$ cat config.mk
export PLATFORM = sky130hd
export DESIGN_NAME = bist_scan_sequencer
export DESIGN_NICKNAME = d
export VERILOG_FILES = /design/src/rtl/bist_scan_sequencer_pkg.sv /design/src/rtl/bist_scan_sequencer_edge_detect.sv /design/src/rtl/bist_scan_sequencer.sv
export SDC_FILE = /design/constraint.sdc
export NUM_CORES = 1
export LEC_CHECK = 0
export BUFFER_PORTS_ARGS = -buffer_cell sky130_fd_sc_hd__buf_2
export CORE_ASPECT_RATIO = 1.4
export CORE_MARGIN = 5
export CORE_UTILIZATION = 45
export CTS_CLUSTER_DIAMETER = 100
export DETAILED_ROUTE_END_ITERATION = 16
export GPL_TIMING_DRIVEN = 0
export PLACE_DENSITY_LB_ADDON = 0.05
export SETUP_SLACK_MARGIN = 0.2
export SLEW_MARGIN = 20
export SYNTH_ARGS = -nofsm -noshare
export SYNTH_HDL_FRONTEND = slang
export SYNTH_SLANG_ARGS = --single-unit
$ cat constraint.sdc
create_clock -name clock -period 4.15 [get_ports clock]
set_input_delay 1.0375 -clock clock [delete_from_list [all_inputs] [get_ports clock]]
set_output_delay 1.0375 -clock clock [all_outputs]
set_load 0.02 [all_outputs]
$ cat src/rtl/bist_scan_sequencer_pkg.sv
// Shared types for the BIST scan sequencer: state encoding, control bundle and
// the per-state Moore control decode.
package bist_scan_sequencer_pkg;

    localparam int DEF_SCAN_LEN   = 12;
    localparam int DEF_N_PATTERNS = 1024;
    localparam int DEF_SIG_W      = 16;

    typedef enum logic [2:0] {
        ST_IDLE    = 3'd0,
        ST_INIT    = 3'd1,
        ST_SHIFT   = 3'd2,
        ST_CAPTURE = 3'd3,
        ST_FLUSH   = 3'd4,
        ST_COMPARE = 3'd5,
        ST_DONE    = 3'd6
    } state_t;

    typedef struct packed {
        logic bist_mode;
        logic scan_en;
        logic lfsr_init;
        logic lfsr_en;
        logic misr_init;
        logic misr_en;
    } ctrl_t;

    // Counter width that stays at least 1 bit for degenerate parameter values.
    function automatic int cnt_w(input int n);
        return (n > 1) ? $clog2(n) : 1;
    endfunction

    function automatic ctrl_t ctrl_for(input state_t s);
        ctrl_t c;
        c = '0;
        case (s)
            ST_INIT: begin
                c.bist_mode = 1'b1;
                c.lfsr_init = 1'b1;
                c.misr_init = 1'b1;
            end
            ST_SHIFT: begin
                c.bist_mode = 1'b1;
                c.scan_en   = 1'b1;
                c.lfsr_en   = 1'b1;
                c.misr_en   = 1'b1;
            end
            ST_FLUSH: begin
                c.bist_mode = 1'b1;
                c.scan_en   = 1'b1;
                c.misr_en   = 1'b1;
            end
            ST_CAPTURE, ST_COMPARE: c.bist_mode = 1'b1;
            default: c = '0;
        endcase
        return c;
    endfunction

endpackage

$ cat src/rtl/bist_scan_sequencer_edge_detect.sv
// Rising-edge detector for bist_start; the history flop resets to 1 so a start
// already high at reset release is not mistaken for a new request.
module bist_scan_sequencer_edge_detect (
    input  logic clock,
    input  logic reset,
    input  logic bist_start,
    output logic go
);

    logic start_q;

    always_ff @(posedge clock or negedge reset) begin
        if (!reset) begin
            start_q <= 1'b1;
        end else begin
            start_q <= bist_start;
        end
    end

    assign go = bist_start & ~start_q;

endmodule

$ cat src/rtl/bist_scan_sequencer.sv
// BIST run sequencer: init, N_PATTERNS x (shift, capture), flush, signature
// compare, with all controls registered as Moore outputs of the next state.
module bist_scan_sequencer
    import bist_scan_sequencer_pkg::*;
#(
    parameter int             SCAN_LEN   = DEF_SCAN_LEN,
    parameter int             N_PATTERNS = DEF_N_PATTERNS,
    parameter int             SIG_W      = DEF_SIG_W,
    parameter logic [SIG_W-1:0] GOLDEN_SIG = '0
) (
    input  logic             clock,
    input  logic             reset,
    input  logic             bist_start,
    input  logic [SIG_W-1:0] misr_sig,
    output logic             bist_mode,
    output logic             scan_en,
    output logic             lfsr_init,
    output logic             lfsr_en,
    output logic             misr_init,
    output logic             misr_en,
    output logic             bist_end,
    output logic             pass_nfail
);

    localparam int BIT_W = cnt_w(SCAN_LEN);
    localparam int PAT_W = cnt_w(N_PATTERNS);
    localparam logic [BIT_W-1:0] LAST_BIT = BIT_W'(SCAN_LEN - 1);
    localparam logic [PAT_W-1:0] LAST_PAT = PAT_W'(N_PATTERNS - 1);

    state_t           state;
    ctrl_t            ctrl_q;
    logic [BIT_W-1:0] bit_cnt;
    logic [PAT_W-1:0] pat_cnt;
    logic             go;

    bist_scan_sequencer_edge_detect u_edge (
        .clock      (clock),
        .reset      (reset),
        .bist_start (bist_start),
        .go         (go)
    );

    // Every transition loads the control word of the state being entered.
    always_ff @(posedge clock or negedge reset) begin
        if (!reset) begin
            state      <= ST_IDLE;
            ctrl_q     <= '0;
            bit_cnt    <= '0;
            pat_cnt    <= '0;
            bist_end   <= 1'b0;
            pass_nfail <= 1'b0;
        end else begin
            case (state)
                ST_IDLE, ST_DONE: begin
                    if (go) begin
                        state      <= ST_INIT;
                        ctrl_q     <= ctrl_for(ST_INIT);
                        bist_end   <= 1'b0;
                        pass_nfail <= 1'b0;
                    end
                end
                ST_INIT: begin
                    bit_cnt <= '0;
                    pat_cnt <= '0;
                    state   <= ST_SHIFT;
                    ctrl_q  <= ctrl_for(ST_SHIFT);
                end
                ST_SHIFT: begin
                    if (bit_cnt == LAST_BIT) begin
                        bit_cnt <= '0;
                        state   <= ST_CAPTURE;
                        ctrl_q  <= ctrl_for(ST_CAPTURE);
                    end else begin
                        bit_cnt <= bit_cnt + BIT_W'(1);
                    end
                end
                ST_CAPTURE: begin
                    if (pat_cnt == LAST_PAT) begin
                        state  <= ST_FLUSH;
                        ctrl_q <= ctrl_for(ST_FLUSH);
                    end else begin
                        pat_cnt <= pat_cnt + PAT_W'(1);
                        state   <= ST_SHIFT;
                        ctrl_q  <= ctrl_for(ST_SHIFT);
                    end
                end
                ST_FLUSH: begin
                    if (bit_cnt == LAST_BIT) begin
                        bit_cnt <= '0;
                        state   <= ST_COMPARE;
                        ctrl_q  <= ctrl_for(ST_COMPARE);
                    end else begin
                        bit_cnt <= bit_cnt + BIT_W'(1);
                    end
                end
                ST_COMPARE: begin
                    pass_nfail <= (misr_sig == GOLDEN_SIG);
                    bist_end   <= 1'b1;
                    state      <= ST_DONE;
                    ctrl_q     <= ctrl_for(ST_DONE);
                end
                default: begin
                    state  <= ST_IDLE;
                    ctrl_q <= '0;
                end
            endcase
        end
    end

    assign bist_mode = ctrl_q.bist_mode;
    assign scan_en   = ctrl_q.scan_en;
    assign lfsr_init = ctrl_q.lfsr_init;
    assign lfsr_en   = ctrl_q.lfsr_en;
    assign misr_init = ctrl_q.misr_init;
    assign misr_en   = ctrl_q.misr_en;

endmodule

==> run_results.csv, run 1 <==
group,metric,value,unit
worst_hold_path,worstHoldPathType,"register to register",
clocking,cts_max_path_buffers,2,
synthesis,synthCells,147,
timing,slew_headroom,63.17,%
power,share_comb_of_total_power,35.0,%
power,ir_worst_vdd,0.0003537,V
power,total_power,0.7813,mW
timing,tns,0,ns
power,intPower,0.4967,mW
synthesis,yosys-top-cells-count,"23 x dfrtp_1, 12 x nand2_1, 11 x a21oi_1",
synthesis,synth_edf_count,0,
timing,drv_slew,0,
synthesis,synth_cell_types,47,
place,dp.cells,210,
clocking,clk_pin_slew,0.09,ns
detailed_routing,viasPerCell,5.953,
finish,syn2layout_area_growth,17.05,%
power,power_leakage,0.6995,nW
timing,fin_crit_sh,48.45,%
power,p_switching,0.2846,mW
power,cellPowerDensity,491.7,nW/um^2
setup_path,crit_chain,"buf_4 > buf_2",
timing,finalHoldViolCount,0,
floorplan,die_w,56.42,um
grt,grt_max_degree,25,
synthesis,yosysSeqAreaShare,44.33,%
setup_path,cpMaxStageDelayCell,"dfrtp_1",
synthesis,syn_nets,168,
place,hpwl,2370,um
setup_path,slowest_delay,0.42,ns
synthesis,synth.area.top_cells,"dfrtp_1 42%, a21oi_1 4.1%, o21ai_0 3.7%",
status,status,"finished, final reports clean",
floorplan,start_util,47.17,%
setup_path,timing_worst_setup_path_type,"register to primary output",
setup_path,start_kind,"register",
clocking,post_cts_buffers,0,
clocking,cts-hold-fix-buffers,0,
clocking,cts-root-buf,"clkbuf_8",
synthesis,ys_ff_latch,24,
finish,reg.largest.list,"pat_cnt (10), bit_cnt (4), state (3)",
detailed_routing,dr.pass1.iters,4,
detailed_routing,drtAntennaViolNets,0,
timing,tightestPinTransition,0.5524,ns
finish,drive_above_1_share,22.60,%
grt,antenna_found_initial,0,
finish,top_register,"pat_cnt",
power,p_seq_share,44.3,%
setup_path,critPathCaptureType,"primary output",
clocking,cts_tree,"built",
synthesis,synth.avg_cell_area,9.235,um^2
grt,track_usage,16.39,%
floorplan,coreArea,2878,um^2
finish,antenna_cells,0,
clocking,htreeDepth,1,
detailed_routing,routedWlPerCell,14.70,um
finish,largest_register_ff_count,10,
floorplan,die_area,4231,um^2
clocking,clock_latency,0.27,ns
synthesis,synth_top_area_cell,"dfrtp_1",
floorplan,rows,23,
floorplan,ios,27,
timing,setup_viol,0,
grt,grt_pass1_wl,5506,um
synthesis,synth_ff_type,"dfrtp_1",
floorplan,fp.dieH,74.99,um
finish,nets,199,
run,cap_violations,0,
finish,stdcell_count,214,
clocking,cts.sink_count,24,
power,pwr-share-clk,20.8,%
timing,rsz0062_at_grt,"no",
synthesis,synth_warnings,0,
detailed_routing,vias,1274,
synthesis,synth_area,1358,um^2
grt,overflow,0,
place,gp_routability_congestion,0.8835,
clocking,cts_resized,0,
grt,grt_pass1_vias,1254,
setup_path,crit_required,3.11,ns
setup_path,path_max_fanout,4,
detailed_routing,drt_iter0_drc,26,
clocking,cts_buffers,3,
timing,skew,0.004059,ns
place,io_buffers,26,
synthesis,yosys.cell_count.top_type,"dfrtp_1",
timing,fin_crit,2.011,ns
detailed_routing,drcViolationCount,0,
power,power.share.switching,36.43,%
setup_path,cp.arrival,0.97,ns
detailed_routing,wl,3146,um
synthesis,yosysTopAreaCellShare,42.40,%
timing,max_freq,0.4973,GHz
synthesis,async_flop_share,100.0,%
power by group through the flow:
| stage | combinational, mW | clock, mW | sequential (mW) |
|---|---|---|---|
| 2_1_floorplan | 0.186 | 0 | 0.354 |
| 3_3_place_gp | 0.267 | 0 | 0.346 |
| 3_5_place_dp | 0.277 | 0 | 0.348 |
| 4_1_cts | 0.277 | 0.165 | 0.344 |
| 5_1_grt | 0.307 | 0.179 | 0.355 |
| 6_report | 0.273 | 0.162 | 0.346 |
critical path, delay by kind of cell (launching register included):
kind,cells,cell delay [ns]
DFF,1,0.42
buffers and inverters,2,0.29
cell families after synthesis:
| family | synth area share, % |
|---|---|
| xor gates and xnor gates | 1.936 |
| AOI/OAI and AO/OA | 20.83 |
| adders and majority gates | 1.843 |
| buffers and inverters | 3.962 |
| and+or+nand+nor | 27.10 |
| DFF | 44.33 |
stage by stage:
stage | hold slack (ns) | util, % | cell area, um^2 | setup slack (ns)
after CTS | 0.4841 | 55.22 | 1589 | 2.134
after detailed placement | 0.4642 | 53.30 | 1534 | 2.282
after global placement | 0.4599 | 53.30 | 1534 | 2.312
final | 0.4795 | 55.22 | 1589 | 2.139
after global routing | 0.5109 | 55.22 | 1589 | 2.106
after floorplan | 0.4484 | - | 1358 | 2.470
cell usage in the layout, fill, tap and decap left out, types with 2 or more instances in the layout:
| master | synthesis | final |
|---|---|---|
| nor2_1 | 7 | 7 |
| o211ai_1 | 2 | 2 |
| nand3b_1 | 2 | 2 |
| or3_1 | 2 | 2 |
| ha_1 | 2 | 2 |
| nor3_1 | 5 | 5 |
| clkbuf_8 | 0 | 4 |
| nand3_1 | 8 | 8 |
| a21o_1 | 3 | 3 |
| nand2b_1 | 4 | 4 |
| dfrtp_1 | 23 | 23 |
| xnor2_1 | 2 | 2 |
| o21ai_0 | 10 | 10 |
| nor4_1 | 2 | 2 |
| a21oi_1 | 11 | 11 |
| inv_1 | 5 | 5 |
| nor4b_1 | 2 | 2 |
| nand2_1 | 12 | 12 |
| o22ai_1 | 2 | 2 |
| o31ai_1 | 2 | 2 |
| nor2b_1 | 3 | 3 |
| a31oi_1 | 2 | 2 |
| nor3b_2 | 2 | 2 |
| clkbuf_1 | 3 | 3 |
| and3_1 | 4 | 4 |
| o311ai_0 | 2 | 2 |
| buf_2 | 1 | 27 |
| buf_4 | 2 | 2 |
| nand4_1 | 3 | 3 |
path summary, 6_finish.rpt:
path	depth (start not counted)	slack, ns	to	startpoint
worst max register to register	5	2.44	pat_cnt[0]$_DFFE_PN0P_	pat_cnt[0]$_DFFE_PN0P_
min in group asynchronous	1	0.74	pat_cnt[8]$_DFFE_PN0P_	reset
max in group asynchronous	1	3.04	state[0]$_DFFE_PN0P_	reset
worst min-delay path	1	0.48	lfsr_en$_DFFE_PN0P_	lfsr_en$_DFFE_PN0P_
worst max-delay path	2	2.14	misr_init	lfsr_init$_DFFE_PN0P_
worst min register to register	1	0.48	lfsr_en$_DFFE_PN0P_	lfsr_en$_DFFE_PN0P_
layer usage:
layer  GRT usage [%]  routed length [um]  up-vias
met5               0                   0        -
met3           1.715                 130        7
met4           8.443                  86        0
met1           18.02                1270      626
li1                -                   -      609
met2           31.11                1659       32
cell type report:
type	instances	area, um^2
multi-input combinational	111	701.9
timing repair buffer	26	130.1
tap	37	46.29
clock buffer	4	55.05
fill	276	1289
buffer	7	35.03
sequential	24	601.8
inverter	5	18.77
(Power assumes the default switching activity.)
==> run 2: changes to the inputs <==
- clock period: 4.15 -> 1.6 ns (I/O delays scaled with it)
==> run 2 against run 1 <==
Net effect:
- routed wire length is 9.8% higher
- non-clock buffer count is 15 higher
- sequential cell count stayed put
- final cell count is 7.0% higher
- core utilization is 10 points higher
- worst hold slack worse by 0.37 ns
- critical endpoint is now pat_cnt[0]$_DFFE_PN0P_
- clock power grew to 3.3 times the previous value
- total power grew to 3.2 times the previous value
- sequential share of layout area is 5.8 points lower
- combinational power grew to 3.8 times the previous value
- register-to-register slack worse by 2.4 ns
==> run_results.csv, run 2 (synthesis results as in run 1) <==
group,metric,value,unit
detailed_routing,wl,3453,um
power,cellPowerDensity,1311,nW/um^2
run,cap_violations,0,
setup_path,crit_path_start,"pat_cnt[0]$_DFFE_PN0P_",
finish,utilization,65.43,%
clocking,clock_latency,0.27,ns
clocking,clk_pin_slew,0.09,ns
grt,overflow,0,
setup_path,r2r-end,"pat_cnt[0]$_DFFE_PN0P_",
floorplan,fp.dieH,74.99,um
finish,drive_above_1_share,42.19,%
finish,final_common_cell,"buf_2",
setup_path,reg2reg_depth,5,
clocking,cts_buffers,3,
grt,grt_max_degree,25,
floorplan,coreArea,2878,um^2
detailed_routing,vias,1343,
place,io_buffers,26,
setup_path,crit_chain,"ha_4 > and3_4 > nor3b_4 > or4b_1 > nand3_1",
floorplan,ios,27,
finish,largest_register_ff_count,10,
detailed_routing,viasPerCell,5.865,
setup_path,ff2ff_setup_slack,0.02,ns
grt,track_usage,17.48,%
setup_path,timing_worst_setup_path_type,"register to register",
place,dp.cells,210,
finish,nets,214,
clocking,cts_max_path_buffers,2,
floorplan,die_w,56.42,um
grt,antenna_found_initial,0,
detailed_routing,dr.pass1.iters,4,
detailed_routing,drt_iter0_drc,47,
worst_hold_path,worstHoldPathType,"primary input to asynchronous set/reset pin",
place,hpwl,2392,um
setup_path,slowest_delay,0.48,ns
timing,skew,0.004849,ns
finish,top_register,"pat_cnt",
floorplan,die_area,4231,um^2
setup_path,start_kind,"register",
clocking,htreeDepth,1,
status,status,"finished, final reports clean",
setup_path,path_max_fanout,8,
finish,antenna_cells,0,
timing,slew_headroom,63.43,%
floorplan,start_util,47.17,%
timing,tightestPinTransition,0.5485,ns
setup_path,timing.rr.start,"pat_cnt[0]$_DFFE_PN0P_",
detailed_routing,drtAntennaViolNets,0,
setup_path,cp.arrival,1.79,ns
timing,drv_slew,0,
detailed_routing,routedWlPerCell,15.08,um
power,power_leakage,0.8434,nW
setup_path,crit_cells,5,
detailed_routing,drcViolationCount,0,
setup_path,cpMaxStageDelayCell,"or4b_1",
power,ir_worst_vdd,0.001050,V
timing,setup_viol,0,
timing,rsz0062_at_grt,"yes",
floorplan,rows,23,
grt,grt_pass1_vias,1374,
finish,reg.largest.list,"pat_cnt (10), bit_cnt (4), state (3)",
setup_path,cp_top_family,"simple AND/OR/NAND/NOR gates",
clocking,cts.sink_count,24,
setup_path,crit_required,1.81,ns
setup_path,endpoint,"pat_cnt[0]$_DFFE_PN0P_",
timing,fin_crit_sh,98.87,%
clocking,cts-root-buf,"clkbuf_8",
clocking,cts_tree,"built",
setup_path,crit_buf_inv,0,
grt,grt_pass1_wl,5954,um
timing,max_freq,0.6321,GHz
setup_path,critPathCaptureType,"register",
finish,stdcell_count,229,
timing,finalHoldViolCount,0,
finish,most-common-layout-cells,"28 x buf_2, 21 x dfrtp_1, 19 x buf_4",
finish,syn2layout_area_growth,38.71,%
timing,fin_crit,1.582,ns
place,gp_routability_congestion,0.8929,
==> run 2: stage by stage <==
stage / instance area, um^2 / power, mW / hold WS (ns) / setup TNS (ns) / setup WS [ns]
floorplan: 1371 / 1.409 / 0.1044 / 0 / 0.09371
global placement: 1548 / 1.600 / 0.4168 / 0 / 0.002971
finish: 1883 / 2.468 / 0.1068 / 0 / 0.01808
global route: 1883 / 2.650 / 0.1397 / -0.04566 / -0.04566
detailed placement: 1548 / 1.638 / 0.4121 / -0.02891 / -0.02811
CTS: 1788 / 2.351 / 0.1190 / 0 / 0.02809
==> run 2: what timing repair did <==
item / 4_1_cts / 5_1_grt
hold buffers: 0 / 0
endpoints found under the setup margin: 22 / 21
gates cloned: 0 / 0
resized for setup: 20 / 27
pin swaps: 11 / 4
buffers inserted: 13 / 2
==> run 2: layer usage <==
| layer | global-route usage (%) | wire length, um | vias up |
|---|---|---|---|
| met5 | 0 | 0 | - |
| met4 | 7.652 | 71 | 0 |
| li1 | - | - | 644 |
| met2 | 33.29 | 1870 | 42 |
| met3 | 1.544 | 160 | 8 |
| met1 | 19.85 | 1351 | 649 |
==> run 2: how the worst min path moves through the flow <==
stage / start / end / slack [ns] / depth (start not counted)
4_1_cts: reset / pat_cnt[2]$_DFFE_PN0P_ / 0.12 / 1
3_5_place_dp: reset / pat_cnt[9]$_DFFE_PN0P_ / 0.41 / 1
5_1_grt: reset / pat_cnt[1]$_DFFE_PN0P_ / 0.14 / 1
2_1_floorplan: reset / bist_end$_DFFE_PN0P_ / 0.10 / 0
3_3_place_gp: reset / pat_cnt[9]$_DFFE_PN0P_ / 0.42 / 1
6_report: reset / pat_cnt[9]$_DFFE_PN0P_ / 0.11 / 1
==> run 2: cell type report <==
cell class                      count  area (um^2)
Clock buffer                        3        41.29
Fill cell                         243        994.7
Tap cell                           37        46.29
Buffer                              7        55.05
Multi-Input combinational cell    111        844.6
Clock inverter                      1        30.03
Sequential cell                    24        604.3
Inverter                            5        18.77
Timing Repair Buffer               41        242.7
==> run 2: where the power goes <==
| part | internal [mW] | leakage, nW | switching [mW] |
|---|---|---|---|
| Clock | 0.335 | 0.0357 | 0.200 |
| Combinational | 0.521 | 0.509 | 0.526 |
| Sequential | 0.754 | 0.298 | 0.132 |
| Total | 1.61 | 0.843 | 0.858 |
